<file path="src/rtl/idli_sqi_ctrl_m_pkg.sv">
// ---------------------------------------------------------------------------
// idli_pkg : shared types and constants for the idli SQI SRAM controller.
// Holds the nibble counter type, the controller state encoding, the SRAM
// command bytes and the phase lengths, plus small nibble-selection helpers.
// ---------------------------------------------------------------------------
package idli_pkg;

    // Nibble position inside a 16-bit word streamed in DATA.
    typedef logic [1:0] ctr_t;

    // Controller phases on the SQI bus.
    typedef enum logic [2:0] {
        ST_IDLE  = 3'd0,
        ST_GAP   = 3'd1,
        ST_CMD   = 3'd2,
        ST_ADDR  = 3'd3,
        ST_DUMMY = 3'd4,
        ST_DATA  = 3'd5
    } sqi_state_t;

    // SRAM command bytes (sent most-significant nibble first).
    localparam logic [7:0] SQI_CMD_RD = 8'h03;
    localparam logic [7:0] SQI_CMD_WR = 8'h02;

    // Phase lengths in nibble cycles.
    localparam int unsigned SQI_CMD_NIBS   = 2;
    localparam int unsigned SQI_ADDR_NIBS  = 6;
    localparam int unsigned SQI_DUMMY_NIBS = 2;

    // Load values for the shared 3-bit phase down-counter (counts to zero).
    localparam logic [2:0] SQI_CMD_LOAD   = 3'(SQI_CMD_NIBS - 1);
    localparam logic [2:0] SQI_ADDR_LOAD  = 3'(SQI_ADDR_NIBS - 1);
    localparam logic [2:0] SQI_DUMMY_LOAD = 3'(SQI_DUMMY_NIBS - 1);

    // Word address to 24-bit SRAM byte address (words are 2 bytes wide).
    function automatic logic [23:0] byte_addr(input logic [15:0] word_addr);
        return {7'b000_0000, word_addr, 1'b0};
    endfunction

    // Pick nibble 'idx' (0 = least significant) out of a 24-bit vector.
    // The phase counter counts down, so idx walks MS nibble to LS nibble.
    function automatic logic [3:0] nib_sel(input logic [23:0] vec,
                                           input logic [2:0]  idx);
        logic [3:0] nib;
        case (idx)
            3'd0:    nib = vec[3:0];
            3'd1:    nib = vec[7:4];
            3'd2:    nib = vec[11:8];
            3'd3:    nib = vec[15:12];
            3'd4:    nib = vec[19:16];
            3'd5:    nib = vec[23:20];
            default: nib = 4'h0;
        endcase
        return nib;
    endfunction

endpackage : idli_pkg

</file>
<file path="src/rtl/idli_sqi_ctrl_m.sv">
// ---------------------------------------------------------------------------
// idli_sqi_ctrl_m : SQI (quad SPI) SRAM streaming controller.
//
// A request in IDLE is acknowledged in the same cycle it is seen, then the
// controller sends a 2-nibble command, a 6-nibble byte address, (reads only)
// 2 dummy cycles and streams data nibbles until stopped at a word boundary.
// Words are 4 nibbles; o_sq_ctr marks the nibble position and only ever
// changes stream at ctr==3, so a word is never truncated.
//
// Build option: define IDLI_SQI_REDIRECT_EN to allow a new request to be
// accepted at a DATA word boundary (one GAP cycle with cs_n high, then CMD).
// Without it requests are only taken in IDLE and GAP is never entered.
// ---------------------------------------------------------------------------
module idli_sqi_ctrl_m
    import idli_pkg::*;
(
    input  logic        i_sq_gck,
    input  logic        i_sq_rst,
    input  logic        i_sq_req,
    input  logic        i_sq_wr,
    input  logic [15:0] i_sq_addr,
    input  logic        i_sq_stop,
    output logic        o_sq_ack,
    output ctr_t        o_sq_ctr,
    output logic        o_sq_vld,
    output logic        o_sq_cs_n,
    output logic        o_sq_sck_en,
    output logic        o_sq_oe,
    output logic [3:0]  o_sq_sio,
    input  logic [3:0]  i_sq_sio,
    input  logic [3:0]  i_sq_wdata,
    output logic [3:0]  o_sq_rdata
);

`ifdef IDLI_SQI_REDIRECT_EN
    localparam logic REDIRECT_EN = 1'b1;
`else
    localparam logic REDIRECT_EN = 1'b0;
`endif

    // State and datapath registers
    sqi_state_t  r_state;
    logic [2:0]  r_ph_cnt;
    ctr_t        r_dctr;
    logic        r_wr;
    logic [15:0] r_addr;
    logic [3:0]  r_rdata;

    // Next-state / decoded values
    sqi_state_t  w_state_nxt;
    logic [2:0]  w_ph_cnt_nxt;
    ctr_t        w_dctr_nxt;
    logic        w_wr_nxt;
    logic [15:0] w_addr_nxt;
    logic        w_accept;
    logic        w_cs_n;
    logic        w_oe;
    logic [3:0]  w_sio;
    logic        w_vld;
    ctr_t        w_ctr;
    logic [7:0]  w_cmd;
    logic        w_capture;

    assign w_cmd = r_wr ? SQI_CMD_WR : SQI_CMD_RD;

    // State register plus latched request fields and counters.
    always_ff @(posedge i_sq_gck) begin
        if (i_sq_rst) begin
            r_state  <= ST_IDLE;
            r_ph_cnt <= 3'd0;
            r_dctr   <= 2'd0;
            r_wr     <= 1'b0;
            r_addr   <= 16'h0000;
        end else begin
            r_state  <= w_state_nxt;
            r_ph_cnt <= w_ph_cnt_nxt;
            r_dctr   <= w_dctr_nxt;
            r_wr     <= w_wr_nxt;
            r_addr   <= w_addr_nxt;
        end
    end

    // Next-state logic: phase sequencing, request acceptance and stop handling.
    always_comb begin
        w_state_nxt  = r_state;
        w_ph_cnt_nxt = r_ph_cnt;
        w_dctr_nxt   = r_dctr;
        w_wr_nxt     = r_wr;
        w_addr_nxt   = r_addr;
        w_accept     = 1'b0;

        case (r_state)
            ST_IDLE: begin
                w_dctr_nxt = 2'd0;
                if (i_sq_req) begin
                    w_accept     = 1'b1;
                    w_wr_nxt     = i_sq_wr;
                    w_addr_nxt   = i_sq_addr;
                    w_ph_cnt_nxt = SQI_CMD_LOAD;
                    w_state_nxt  = ST_CMD;
                end else begin
                    w_state_nxt  = ST_IDLE;
                end
            end

            ST_GAP: begin
                // One cycle with chip select released between streams.
                w_dctr_nxt   = 2'd0;
                w_ph_cnt_nxt = SQI_CMD_LOAD;
                w_state_nxt  = ST_CMD;
            end

            ST_CMD: begin
                if (r_ph_cnt == 3'd0) begin
                    w_ph_cnt_nxt = SQI_ADDR_LOAD;
                    w_state_nxt  = ST_ADDR;
                end else begin
                    w_ph_cnt_nxt = r_ph_cnt - 3'd1;
                end
            end

            ST_ADDR: begin
                if (r_ph_cnt != 3'd0) begin
                    w_ph_cnt_nxt = r_ph_cnt - 3'd1;
                end else if (r_wr) begin
                    // Writes go straight to data after the address.
                    w_dctr_nxt  = 2'd0;
                    w_state_nxt = ST_DATA;
                end else begin
                    w_ph_cnt_nxt = SQI_DUMMY_LOAD;
                    w_state_nxt  = ST_DUMMY;
                end
            end

            ST_DUMMY: begin
                if (r_ph_cnt == 3'd0) begin
                    w_dctr_nxt  = 2'd0;
                    w_state_nxt = ST_DATA;
                end else begin
                    w_ph_cnt_nxt = r_ph_cnt - 3'd1;
                end
            end

            ST_DATA: begin
                w_dctr_nxt = r_dctr + 2'd1;
                if (r_dctr == 2'd3) begin
                    // Word boundary: a new request beats stop when redirect
                    // is built in; otherwise only stop can end the stream.
                    if (REDIRECT_EN && i_sq_req) begin
                        w_accept    = 1'b1;
                        w_wr_nxt    = i_sq_wr;
                        w_addr_nxt  = i_sq_addr;
                        w_state_nxt = ST_GAP;
                    end else if (i_sq_stop) begin
                        w_state_nxt = ST_IDLE;
                    end else begin
                        w_state_nxt = ST_DATA;
                    end
                end else begin
                    w_state_nxt = ST_DATA;
                end
            end

            default: begin
                w_state_nxt = ST_IDLE;
            end
        endcase
    end

    // Pin and stream decode from the registered state.
    always_comb begin
        w_cs_n = 1'b1;
        w_oe   = 1'b0;
        w_sio  = 4'h0;
        w_vld  = 1'b0;
        w_ctr  = 2'd0;

        case (r_state)
            ST_CMD: begin
                w_cs_n = 1'b0;
                w_oe   = 1'b1;
                w_sio  = nib_sel({16'h0000, w_cmd}, r_ph_cnt);
            end

            ST_ADDR: begin
                w_cs_n = 1'b0;
                w_oe   = 1'b1;
                w_sio  = nib_sel(byte_addr(r_addr), r_ph_cnt);
            end

            ST_DUMMY: begin
                w_cs_n = 1'b0;
            end

            ST_DATA: begin
                w_cs_n = 1'b0;
                w_vld  = 1'b1;
                w_ctr  = r_dctr;
                if (r_wr) begin
                    // Write data passes straight through to the pins.
                    w_oe  = 1'b1;
                    w_sio = i_sq_wdata;
                end else begin
                    w_oe  = 1'b0;
                end
            end

            default: begin
                w_cs_n = 1'b1;
            end
        endcase
    end

    // Read nibbles are sampled from the last dummy cycle onward, so the
    // nibble shown with ctr==k is the one the SRAM drove the cycle before.
    assign w_capture = (r_state == ST_DUMMY) ||
                       ((r_state == ST_DATA) && !r_wr);

    // Registered read-data nibble.
    always_ff @(posedge i_sq_gck) begin
        if (i_sq_rst) begin
            r_rdata <= 4'h0;
        end else if (w_capture) begin
            r_rdata <= i_sq_sio;
        end else begin
            r_rdata <= r_rdata;
        end
    end

    // Ack is suppressed while reset is asserted so an aborted cycle never
    // reports acceptance.
    assign o_sq_ack    = w_accept & ~i_sq_rst;
    assign o_sq_ctr    = w_ctr;
    assign o_sq_vld    = w_vld;
    assign o_sq_cs_n   = w_cs_n;
    assign o_sq_sck_en = ~w_cs_n;
    assign o_sq_oe     = w_oe;
    assign o_sq_sio    = w_sio;
    assign o_sq_rdata  = r_rdata;

endmodule : idli_sqi_ctrl_m
</file>
<file path="config.mk">
export PLATFORM = sky130hd
export DESIGN_NAME = idli_sqi_ctrl_m
export DESIGN_NICKNAME = d
export VERILOG_FILES = /design/src/rtl/idli_sqi_ctrl_m_pkg.sv /design/src/rtl/idli_sqi_ctrl_m.sv
export SDC_FILE = /design/constraint.sdc
export NUM_CORES = 1
export LEC_CHECK = 0
export BUFFER_PORTS_ARGS = -buffer_cell sky130_fd_sc_hd__buf_2
export CAP_MARGIN = 10
export CORE_MARGIN = 2
export CORE_UTILIZATION = 53
export DETAILED_ROUTE_END_ITERATION = 8
export GPL_TIMING_DRIVEN = 1
export PLACE_DENSITY = 0.9
export SYNTH_ARGS = -nofsm -noshare
export SYNTH_HDL_FRONTEND = slang
export SYNTH_SLANG_ARGS = --single-unit
</file>
<file path="constraint.sdc">
create_clock -name i_sq_gck -period 4.74 [get_ports i_sq_gck]
set_input_delay 0.711 -clock i_sq_gck [delete_from_list [all_inputs] [get_ports i_sq_gck]]
set_output_delay 0.711 -clock i_sq_gck [all_outputs]
set_load 0.02 [all_outputs]
</file>
Word level (Yosys, flattened, before mapping)
Index checks and enable logic that the tools add are counted.
Word-level totals
  register bits: 29
  word-level logic and storage cells: 72
Operators by class
  add/sub/neg operators: 2
  equality and inequality tests: 17
  multiplexer cells: 30
  bitwise logic cells: 2
  reductions and logical operators: 15
Operators with widths (number)
  3-bit two-way mux: 10
  4-bit case mux with 5 select lines: 1
  3-bit case mux with 6 select lines: 1
  3-bit case mux with 5 select lines: 1
  3-bit by 2-bit equality test with 1-bit output, second input constant: 4
  2-bit != test, second input constant: 6
  4-bit case mux with 3 select lines: 1
  2-bit two-way mux: 5
  3-bit equality test, second input constant: 3
  2-bit case mux with 4 select lines: 1
  4-bit AND reduction: 2
  1-bit two-way mux: 7
  3-bit by 1-bit equality test with 1-bit output, second input constant: 2
  3-bit zero test: 2
  5-bit nonzero test: 1
  4-bit two-way mux: 1
  2-bit case mux with 2 select lines: 1
  4-bit nonzero test: 1
  2-bit OR reduction: 2
  4-bit OR reduction: 1
  3-bit != test, second input constant: 1
  3-bit AND reduction: 1
  3-bit nonzero test: 1
  3-bit by 1-bit subtractor with 3-bit output, second input constant: 1
  9 further kinds: 9

Longest topological paths before layout
  depth in word-level cells: 4
  gate-level depth with buffers: 7
  mapped depth without buffers: 6

Worst setup path after synthesis
OpenSTA, ideal clock, no wires.
  path kind: register to output
  start point: register r_ph_cnt[0]
  end point: output o_sq_sio[1]
  arrival: 1.608 ns
  data required time: 4.029 ns
  slack: 2.421 ns
  stages on the path, launching flop included: 7
  buffers on the path: 1
  cell sequence: dfxtp_1 > inv_1 > ha_1 > buf_2 > nor4_1 > nor4_1 > a221o_1
On the way
  cells in the longest elaborated chain, start to end: 3
  elaborated cells between the ends (all ways): 8
Ends and longest elaborated chain
  from (decl): line idli_sqi_ctrl_m.sv:43  | logic [2:0] r_ph_cnt;
  from (signal assigned): line idli_sqi_ctrl_m.sv:76  | r_ph_cnt <= w_ph_cnt_nxt;
  3-bit equality test (tied with other cells): line idli_sqi_ctrl_m_pkg.sv:45  | case (idx)
  4-bit case mux with 5 select lines / 2-bit case mux with 2 select lines (equally long branches): line idli_sqi_ctrl_m_pkg.sv:45
  4-bit case mux with 3 select lines (*): line idli_sqi_ctrl_m.sv:178  | case (r_state)
  to (decl): line idli_sqi_ctrl_m.sv:29  | output logic [3:0] o_sq_sio,
Mark *: on every way between the ends. The rest lies on a longest branch, timed or not.

Worst setup path in the final report
Ends and elaborated chain as after synthesis.

==> flow_summary.rst <==
.. list-table::
   :header-rows: 1

   * - Metric
     - Value
   * - Post-synth EDFFs
     - 0
   * - Max-slew violation total from the final report
     - 0
   * - Most frequent cell on the critical path
     - nor4_1
   * - Critical path buffers and inverters
     - 2
   * - Wire length reported by the detailed router
     - 3610 µm
   * - Mean cell area of the mapped netlist
     - 7.79 µm²
   * - Number of buffers created by CTS
     - 5
   * - Cell area after synthesis
     - 0.00159 mm²
   * - FMAX
     - 336 MHz
   * - Clock latency at the later pin of the worst-skew pair
     - 0.33 ns
   * - Final std cells w/o fill
     - 273
   * - Worst hold stages
     - 2
   * - Post-CTS Hold Buffers
     - 0
   * - Flop2flop setup slack
     - 2.92 ns
   * - Static leakage power
     - 0.788 nW
   * - Flop and latch count out of synthesis
     - 29
   * - Run status
     - complete, but fails checks
   * - Chip width
     - 58.8 µm
   * - Top cell type's share of synthesized area
     - 36.5%
   * - Crit end category
     - output pin
   * - Worst path max stage delay
     - 0.47 ns
   * - Number of antenna repair diodes
     - 0
   * - Global placer's final weighted congestion
     - 0.866
   * - Minimum clock period
     - 2.97 ns
   * - Number of buffers between clock root and the deepest sink
     - 2
   * - Arrival time at the worst endpoint
     - 2.26 ns
   * - GRT Util Overall
     - 22.3%
   * - Average routed wire per standard cell
     - 13.2 µm
   * - Hold violation count in the final report
     - 0
   * - First-pass GRT wire length
     - 5890 µm
   * - Starting utilization of the core area
     - 56.6%
   * - Worst Setup Path Type
     - reg2out
   * - Cell Chain, Critical Path
     - inv_1 -> ha_1 -> nor4_1 -> nor4_1 -> a221o_1 -> buf_2
   * - Clock root buffer
     - clkbuf_4
   * - Worst r2r path cells
     - 6
   * - P per Cell Area
     - 300 mW/mm²
   * - Count of yosys warnings during synthesis
     - 0
   * - Placement Rows
     - 19
   * - Number of H-tree levels
     - 2
   * - Final HPWL from detailed placement
     - 2630 µm
   * - Worst hold path startpoint
     - o_sq_rdata[1]
   * - Class of the most critical hold timing path
     - reg2reg
   * - Setup TNS after final layout
     - 0 ns
   * - Largest net degree at the start of global routing
     - 31
   * - Post-synth top area cell
     - dfxtp_1
   * - Count of different cell masters after synthesis
     - 40
   * - Clk sink count
     - 29
   * - Final period util
     - 62.7%
   * - I/O pin count
     - 44
   * - Drt drc
     - 6
   * - Detailed-route via count
     - 1,547
   * - Length of the first detailed-routing pass in iterations
     - 6
   * - Ys flop type
     - dfxtp_1
   * - Worst IR drop on VDD
     - 0.262 mV
   * - Failing checks
     - design-rule violations
   * - Core Footprint
     - 0.00281 mm²
   * - Initial drt markers
     - 67
   * - Number of nets in the layout
     - 276
   * - Antenna Nets Post-Route
     - 0
   * - Top fanout value on the critical path
     - 10
   * - Req. time, crit path
     - 4.03 ns
   * - Cell type group with the largest total delay on the critical path
     - simple AND/OR/NAND/NOR gates
   * - Rel. slew slack
     - 42.2%
   * - Synthesis-to-finish area growth
     - 13.9%
   * - End point of the most critical hold path
     - o_sq_rdata[1]
   * - Gates resized, CTS repair
     - 0
   * - Worst hold-check slack
     - 0.459 ns
   * - Post-detailed-route via-to-cell ratio
     - 5.67
   * - Placed insts
     - 265
   * - Fraction of final layout cells with drive strength greater than 1
     - 21.9%
   * - R2R Path Start
     - r_ph_cnt[0]
   * - TritonCTS clock tree
     - done
   * - Setup clock skew after layout
     - 0.00526 ns
   * - Worst r2r dst
     - r_ph_cnt[0]
   * - Setup crit start kind
     - flip-flop
   * - Worst Setup Slack post-DPL
     - 2.18 ns
   * - Setup slack of the critical path after layout
     - 1.77 ns
   * - Post-Syn Instances
     - 204
   * - Master of the slowest instance on the critical path
     - nor4_1
   * - Sequential cell area fraction in the yosys report
     - 36.5%
   * - Post-synth net total
     - 239
   * - Async SR Flop Fraction
     - 0%
   * - Top cells by area, synth
     - dfxtp_1 37%, nand2_1 12%, a21oi_1 8.5%
   * - Die area
     - 0.00345 mm²
   * - Number of endpoints failing setup at the final stage
     - 0
   * - Pin slew with the least headroom to its limit
     - 0.863 ns
   * - Remaining global-route overflow
     - 0
   * - CTS clock-pin slew for the worst setup and hold paths
     - 0.09 ns
   * - Utilization of the core after routing
     - 64.5%
   * - Library cell with the highest instance count after synthesis
     - nand2_1
   * - Initial antenna violation count
     - 0
   * - Total setup buffers inserted after CTS
     - 0
   * - Maximum capacitance violations
     - 0
   * - Port bufs
     - 43
   * - Die height
     - 58.8 µm
   * - Unrepaired setup endpoints after global routing
     - no
   * - Number of global-route vias before repair
     - 1,382
   * - Most used standard cells in the synthesized netlist
     - 49 x nand2_1, 29 x dfxtp_1, 27 x a21oi_1
[worst register-to-register path: stages (launching register included)]
cell and delay [ns]:
dfxtp_1 0.35, inv_1 0.13, ha_1 0.34, nand2b_1 0.21
a21boi_0 0.36, o31ai_1 0.13, and3b_1 0.19
[cell type report]
| cell class | instances | area [µm²] |
|---|---|---|
| Fill cell | 257 | 995 |
| Sequential cell | 29 | 581 |
| Inverter | 6 | 22.5 |
| Clock buffer | 5 | 37.5 |
| Timing Repair Buffer | 43 | 215 |
| Clock inverter | 3 | 17.5 |
| Multi-Input combinational cell | 156 | 898 |
| Tap cell | 31 | 38.8 |
[where the power goes]
part	switching [mW]	internal [mW]	leakage (nW)	total, mW
Clock	0.0899	0.0557	0.0310	0.146
Sequential	0.0200	0.259	0.237	0.279
Combinational	0.0718	0.0477	0.520	0.119
[placed cells by master (no fill, tap or decap), drive strengths merged, types with 2 or more instances in the layout]
cell     count
and3         3
nand2b       6
ha           6
a21oi       27
a22oi        7
nand3        7
nor2b        2
clkinv       2
a221oi       2
o21ai        4
a22o         2
nand2       49
o2111ai      3
dfxtp       29
clkbuf       5
nor2        10
nor3         2
or3b         2
o31ai        3
nor4         5
buf         43
inv          6
[routing by layer]
layer  up-vias  wire [µm]  GRT usage, %
li1        794          -             -
met4         0         59          9.74
met3         8        180          5.05
met1       702       1700          28.2
met5         -          0             0
met2        43       1670          36.2
[per-stage QoR]
step | area (µm²) | total power, mW
2_1_floorplan | 1590 | 0.372
3_3_place_gp | 1760 | 0.398
3_5_place_dp | 1760 | 0.402
4_1_cts | 1810 | 0.545
5_1_grt | 1810 | 0.574
6_report | 1810 | 0.544
[how the worst max path moves through the flow]
stage	start	endpoint	slack [ns]	cells after the start
detailed placement	r_ph_cnt[0]	o_sq_sio[1]	2.18	6
CTS	r_ph_cnt[0]	o_sq_sio[1]	1.81	6
floorplan	r_ph_cnt[0]	o_sq_sio[1]	2.42	6
finish	r_ph_cnt[0]	o_sq_sio[1]	1.77	6
global route	r_ph_cnt[0]	o_sq_sio[1]	1.68	6
global placement	r_ph_cnt[0]	o_sq_sio[1]	2.27	6
[state kept, by name (all words and copies together) (netlist names)]
register / flops
r_state: 3
r_dctr: 2
r_wr: 1
o_sq_rdata: 4
r_addr: 16
r_ph_cnt: 3
[logic make-up (layout without fill, tap and decap cells)]
kind of cell / Yosys count / count (layout) / share of synthesized area, %
AND/OR/NAND/NOR: 93 / 93 / 28.9
AO/OA/AOI/OAI: 56 / 56 / 22.4
adder cells (fa/ha/maj): 6 / 6 / 4.72
buffers and inverters: 19 / 57 / 6.93
XOR/XNOR: 1 / 1 / 0.551
flip-flops: 29 / 29 / 36.5
Power figures use the tool's default switching activity.
